--- src/rtl/rgu_ray_packer_pkg.sv ---
// -----------------------------------------------------------------------------
// rgu_ray_packer_pkg
// Shared definitions for the RGU ray packer: ray-record geometry and the
// word-slot encoding used by the packer's word counter.
//   RGU_RAY_WORDS      : words per ray record (x, y, z)
//   RGU_RAY_SZ         : record width for the default 32-bit word
//   RGU_RAY_*_LSB/MSB  : field ranges of x, y, z inside a default record
// -----------------------------------------------------------------------------
package rgu_ray_packer_pkg;

    localparam int RGU_RAY_WORDS = 3;
    localparam int RGU_WORD_SZ   = 32;
    localparam int RGU_RAY_SZ    = RGU_RAY_WORDS * RGU_WORD_SZ;

    localparam int RGU_RAY_X_LSB = 0;
    localparam int RGU_RAY_X_MSB = RGU_WORD_SZ - 1;
    localparam int RGU_RAY_Y_LSB = RGU_WORD_SZ;
    localparam int RGU_RAY_Y_MSB = 2 * RGU_WORD_SZ - 1;
    localparam int RGU_RAY_Z_LSB = 2 * RGU_WORD_SZ;
    localparam int RGU_RAY_Z_MSB = 3 * RGU_WORD_SZ - 1;

    // Which word of the current ray the next push delivers.
    typedef enum logic [1:0] {
        WC_X = 2'd0,
        WC_Y = 2'd1,
        WC_Z = 2'd2
    } wc_e;

endpackage

--- src/rtl/rgu_ray_packer_mem.sv ---
// -----------------------------------------------------------------------------
// rgu_ray_packer_mem
// DEPTH x REC_W register array for buffered ray records. One synchronous
// write port, one combinational (show-ahead) read port. Storage is not reset.
// Ports:
//   iClock   : clock
//   iWrEn    : write strobe
//   iWrAddr  : write address
//   iWrData  : write record
//   iRdAddr  : read address
//   oRdData  : record at iRdAddr (combinational)
// -----------------------------------------------------------------------------
module rgu_ray_packer_mem #(
    parameter int DEPTH = 8,
    parameter int REC_W = 96
) (
    input  logic                     iClock,
    input  logic                     iWrEn,
    input  logic [$clog2(DEPTH)-1:0] iWrAddr,
    input  logic [REC_W-1:0]         iWrData,
    input  logic [$clog2(DEPTH)-1:0] iRdAddr,
    output logic [REC_W-1:0]         oRdData
);

    logic [REC_W-1:0] mem_q [DEPTH];

    always_ff @(posedge iClock) begin
        if (iWrEn) begin
            mem_q[iWrAddr] <= iWrData;
        end
    end

    assign oRdData = mem_q[iRdAddr];

endmodule

--- src/rtl/rgu_ray_packer.sv ---
// -----------------------------------------------------------------------------
// rgu_ray_packer
// Collects 32-bit words pushed by the ray generation unit and packs every
// three consecutive words (x, y, z) into one record {z, y, x}. Records are
// buffered in a DEPTH-entry FIFO and offered over a valid/ready handshake.
// The RGU cannot be stalled, so a full FIFO drops whole rays and sets a
// sticky overflow flag; oAlmostFull leaves one spare slot for RGU latency.
//
// Optional feature macro: RGU_RAY_PACKER_DROP_CNT_EN adds oDropCount, a
// saturating 16-bit count of dropped rays.
//
// Ports:
//   iClock, iReset_n  : clock, asynchronous active-low reset
//   iPush, iData      : word strobe and word from the RGU
//   iFlush            : synchronous clear of all buffered and partial data
//   oRayValid         : head record available
//   iRayReady         : consumer accepts head record
//   oRayData          : head record {z, y, x}
//   oCount            : complete records stored
//   oFull             : oCount == DEPTH
//   oAlmostFull       : oCount >= DEPTH-1
//   oOverflow         : sticky ray-dropped flag
//   oDropCount        : dropped-ray counter (macro enabled only)
// -----------------------------------------------------------------------------
module rgu_ray_packer
    import rgu_ray_packer_pkg::*;
#(
    parameter int DEPTH  = 8,
    parameter int WORD_W = 32
) (
    input  logic                             iClock,
    input  logic                             iReset_n,
    input  logic                             iPush,
    input  logic [WORD_W-1:0]                iData,
    input  logic                             iFlush,
    output logic                             oRayValid,
    input  logic                             iRayReady,
    output logic [RGU_RAY_WORDS*WORD_W-1:0]  oRayData,
    output logic [$clog2(DEPTH):0]           oCount,
    output logic                             oFull,
    output logic                             oAlmostFull,
    output logic                             oOverflow
`ifdef RGU_RAY_PACKER_DROP_CNT_EN
    ,
    output logic [15:0]                      oDropCount
`endif
);

    localparam int AW    = $clog2(DEPTH);
    localparam int CW    = AW + 1;
    localparam int REC_W = RGU_RAY_WORDS * WORD_W;

    wc_e               wc_q, wc_d;
    logic [2*WORD_W-1:0] asm_q, asm_d;
    logic [AW-1:0]     wr_ptr_q, wr_ptr_d;
    logic [AW-1:0]     rd_ptr_q, rd_ptr_d;
    logic [CW-1:0]     count_q, count_d;
    logic              ovf_q, ovf_d;

    logic              pop;
    logic              ray_done;
    logic              wr_en;
    logic              drop;
    logic              mem_we;
    logic [REC_W-1:0]  wr_rec;

`ifdef RGU_RAY_PACKER_DROP_CNT_EN
    logic [15:0]       drop_cnt_q, drop_cnt_d;
`endif

    // Flags decode the registered count only, so nothing here depends
    // combinationally on iPush.
    assign oCount      = count_q;
    assign oRayValid   = (count_q != '0);
    assign oFull       = (count_q == CW'(DEPTH));
    assign oAlmostFull = (count_q >= CW'(DEPTH - 1));
    assign oOverflow   = ovf_q;

    assign pop      = oRayValid && iRayReady;
    assign ray_done = iPush && (wc_q == WC_Z);
    // A full FIFO still accepts the ray if the head leaves this same cycle.
    assign wr_en    = ray_done && (!oFull || pop);
    assign drop     = ray_done && !wr_en;
    assign mem_we   = wr_en && !iFlush;
    assign wr_rec   = {iData, asm_q};

    always_comb begin
        wc_d     = wc_q;
        asm_d    = asm_q;
        wr_ptr_d = wr_ptr_q;
        rd_ptr_d = rd_ptr_q;
        count_d  = count_q;
        ovf_d    = ovf_q;

        if (iFlush) begin
            wc_d     = WC_X;
            wr_ptr_d = '0;
            rd_ptr_d = '0;
            count_d  = '0;
            ovf_d    = 1'b0;
        end else begin
            if (iPush) begin
                case (wc_q)
                    WC_X:    begin asm_d[WORD_W-1:0]        = iData; wc_d = WC_Y; end
                    WC_Y:    begin asm_d[2*WORD_W-1:WORD_W] = iData; wc_d = WC_Z; end
                    default: wc_d = WC_X;
                endcase
            end
            if (wr_en) begin
                wr_ptr_d = wr_ptr_q + AW'(1);
            end
            if (pop) begin
                rd_ptr_d = rd_ptr_q + AW'(1);
            end
            case ({wr_en, pop})
                2'b10:   count_d = count_q + CW'(1);
                2'b01:   count_d = count_q - CW'(1);
                default: count_d = count_q;
            endcase
            if (drop) begin
                ovf_d = 1'b1;
            end
        end
    end

    always_ff @(posedge iClock or negedge iReset_n) begin
        if (!iReset_n) begin
            wc_q     <= WC_X;
            wr_ptr_q <= '0;
            rd_ptr_q <= '0;
            count_q  <= '0;
            ovf_q    <= 1'b0;
        end else begin
            wc_q     <= wc_d;
            wr_ptr_q <= wr_ptr_d;
            rd_ptr_q <= rd_ptr_d;
            count_q  <= count_d;
            ovf_q    <= ovf_d;
        end
    end

    // x/y holding register is pure data; wc alone says whether it is valid.
    always_ff @(posedge iClock) begin
        asm_q <= asm_d;
    end

`ifdef RGU_RAY_PACKER_DROP_CNT_EN
    always_comb begin
        drop_cnt_d = drop_cnt_q;
        if (iFlush) begin
            drop_cnt_d = '0;
        end else if (drop && (drop_cnt_q != 16'hFFFF)) begin
            drop_cnt_d = drop_cnt_q + 16'd1;
        end
    end

    always_ff @(posedge iClock or negedge iReset_n) begin
        if (!iReset_n) begin
            drop_cnt_q <= '0;
        end else begin
            drop_cnt_q <= drop_cnt_d;
        end
    end

    assign oDropCount = drop_cnt_q;
`endif

    rgu_ray_packer_mem #(
        .DEPTH (DEPTH),
        .REC_W (REC_W)
    ) u_mem (
        .iClock  (iClock),
        .iWrEn   (mem_we),
        .iWrAddr (wr_ptr_q),
        .iWrData (wr_rec),
        .iRdAddr (rd_ptr_q),
        .oRdData (oRayData)
    );

endmodule

--- config.mk ---
export PLATFORM = sky130hd
export DESIGN_NAME = rgu_ray_packer
export DESIGN_NICKNAME = d
export VERILOG_FILES = /design/src/rtl/rgu_ray_packer_pkg.sv /design/src/rtl/rgu_ray_packer_mem.sv /design/src/rtl/rgu_ray_packer.sv
export SDC_FILE = /design/constraint.sdc
export NUM_CORES = 1
export LEC_CHECK = 0
export CORE_ASPECT_RATIO = 1.1
export CORE_MARGIN = 2
export CORE_UTILIZATION = 30
export DETAILED_ROUTE_END_ITERATION = 16
export GPL_TIMING_DRIVEN = 0
export PLACE_DENSITY = 0.54
export SLEW_MARGIN = 20
export SYNTH_ARGS = -nofsm -noshare
export SYNTH_HDL_FRONTEND = slang
export SYNTH_SLANG_ARGS = --single-unit
--- constraint.sdc ---
create_clock -name iClock -period 18.7 [get_ports iClock]
set_clock_uncertainty 0.05 [all_clocks]
set_input_delay 1.87 -clock iClock [delete_from_list [all_inputs] [get_ports iClock]]
set_output_delay 1.87 -clock iClock [all_outputs]
set_load 0.005 [all_outputs]
==> run metrics <==
final slew viol count 0; Port Buffers 140; class of the worst hold path register to register; hpwl dp 51.7 mm; vias in the first global route 15.3k; post-synthesis mux area share about 17%; Reg power frac 46.6%; H-tree Lvls 3; Post-Synth Simple-Gate Area 0.758%; drt wl/cell 24.0 um; cell accounting for the most synthesized area edfxtp_1; clock slew at reported path FFs 0.07 ns; Max Freq roughly 180 MHz; P per Cell Area 117 nW/um2; outcome finished clean; Skew-Pair Late Insertion Delay 0.64 ns; largest net degree at the start of global routing 20; CP Data Required Time 16.78 ns; asr flop ratio synth 1.54%; Combinational Power Share 18.3%; Compound-Gate Fraction of Synth Area 0.478%; CP arrival 3.67 ns; synth unique cells 43; Util after Layout 36.7%; leakage power 12.0 nW; vias per inst 4.66; Worst Tran Pin Value around 0.96 ns; commonest non-fill, non-tap cell in the layout edfxtp_1; cell-internal power 3.45 mW; post-cts repair resize count 0; dominant synthesized flop cell edfxtp_1; First DRT Iteration DRCs approximately 1.2k; sw power 1.06 mW; post-CTS setup buffer count 0; clock sink count ~850; total grt overflow 0; VDD IR max 0.0679 mV; Post-DRT Antenna Nets 0; yosys warns 0; CTS tree yes; Max FO, Critical Path 10; post-synthesis xor/xnor area fraction 0.138%; nets ~1.7k; Sw Share a little under a quarter; Mapped Avg Cell Area ~25 um2; CORE AREA approximately 110,000 um2; hold_buf cts 0; Slew headroom 35.7%; Mapped Cells ~1.3k; largest family of logic cells by synthesized area multiplexers; DRC viols 0; Post-synth EDFFs ~830; CTS max path bufs 3; syn nets 1,325; Die X roughly 310 um; Place WS 12.90 ns; Vias 14.3k; Synth Area in Adders 0.221%; Num CTS Buffers 76; PnR worst setup slack 13.11 ns; Starting Density 30.1%; antenna violations before repair 6; commonest cells after routing, fill and taps aside 832 x edfxtp_1, 192 x mux4_2, 140 x clkdlybuf4s50_1; Cell Rows 125; ANT cells 0; first-pass GRT wire length 107 mm; Final Hold Fails 0; fin crit period 5.59 ns; Setup crit start kind register; final setup fails 0; leading post-synthesis cells by cell area edfxtp_1 79%, mux4_2 14%, mux2_2 3.4%; CP Class register to output pin; drt pass-1 iters 4; die height 345 um; Max-Cap Viols 0; setup_tns 0 ns; Final period util 29.9%; root buf cell clkbuf_16; share of layout cells above drive strength 1 approximately a third; RSZ-0062 raised after global routing no; Post-Syn Area 31,700 um2; Top Ports 141; register bit total from synthesis between 800 and 900; Clk network pwr share 35.1%; global-route usage over all layers 13.7%; Total Wirelength between 70 and 80 mm; Synth top area share between 70% and 80%; GPL Wtd Cong 0.732; Die Area about 110,000 um2; sequential area share after synthesis 79.8%; Critical Path End Type output pin; Syn-to-layout area delta 21.8%
final cells by class:
type / instances / area, um2
Tap cell: 1397 / 1750
Multi-Input combinational cell: 373 / 6040
Inverter: 5 / 18.8
Clock inverter: 46 / 503
Sequential cell: 845 / 25300
Fill cell: 9446 / 66700
Clock buffer: 88 / 1990
Timing Repair Buffer: 261 / 2600
Buffer: 60 / 387
state kept, by name, indices dropped and copies added, names as in the netlist:
signal / flops
u_mem.mem_q: 768
oCount: 4
wc_q: 2
wr_ptr_q: 3
rd_ptr_q: 3
asm_q: 64
oOverflow: 1
metrics by stage:
step	hold WS, ns	total power [mW]	cell area (um2)	std cells
after floorplan	0.436	2.65	31700	1283
after global placement	0.457	2.99	34800	2820
after detailed placement	0.500	3.00	36100	2941
after CTS	0.512	4.57	38600	3075
after global routing	0.552	4.68	38600	3075
final	0.498	4.51	38600	3075
final timing paths:
path | slack [ns] | to | startpoint | depth (start not counted)
max | 13.11 | oRayData[48] | rd_ptr_q[1] | 5
min | 0.50 | oOverflow | oOverflow | 2
max reg2reg | 14.78 | u_mem.mem_q[4][39] | oCount[1] | 13
min reg2reg | 0.50 | oOverflow | oOverflow | 2
max in group asynchronous | 16.56 | wc_q[0] | iReset_n | 1
min in group asynchronous | 1.60 | oCount[0] | iReset_n | 1
cell families (layout without fill, tap and decap cells):
kind of cell | after synthesis | count (layout)
fa+ha+maj | 5 | 5
buf+inv | 65 | 460
simple gates | 48 | 48
flops | 845 | 845
compound gates | 20 | 20
mux | 295 | 295
xor+xnor | 5 | 5
critical path, cell delays in order, from the launching register on:
cell	delay [ns]
dfrtp_1	0.56
buf_2	0.54
buf_1	0.66
mux4_2	0.42
mux2_2	0.28
clkdlybuf4s50_1	0.55
layer usage:
| metal | wire length (um) | up-vias | global-route usage (%) |
|---|---|---|---|
| met5 | 48 | - | 0 |
| met4 | 1420 | 8 | 3.95 |
| met3 | 3300 | 86 | 2.59 |
| met2 | 37700 | 312 | 23.5 |
| met1 | 31300 | 7766 | 17.6 |
| li1 | - | 6147 | - |
cells in the mapped netlist (2+ instances only):
master	number
a21oi_1	3
buf_1	13
buf_2	9
buf_6	20
clkbuf_1	18
dfrtp_1	13
edfxtp_1	832
ha_1	4
inv_1	4
mux2_2	97
mux2i_1	5
mux4_2	192
nand2_1	11
nand3_1	3
nor2_1	16
nor3_1	6
nor4_1	3
o211ai_1	3
o21ai_0	3
o31ai_1	2
xnor2_1	3
xor2_1	2
power by group through the flow:
stage	sequential, mW	combinational (mW)	clock [mW]
finish	2.10	0.826	1.58
global route	2.10	0.892	1.69
CTS	2.10	0.858	1.62
detailed placement	2.14	0.855	0
global placement	2.14	0.849	0
floorplan	2.14	0.513	0
Note: power is estimated with default switching activity, not from simulation.
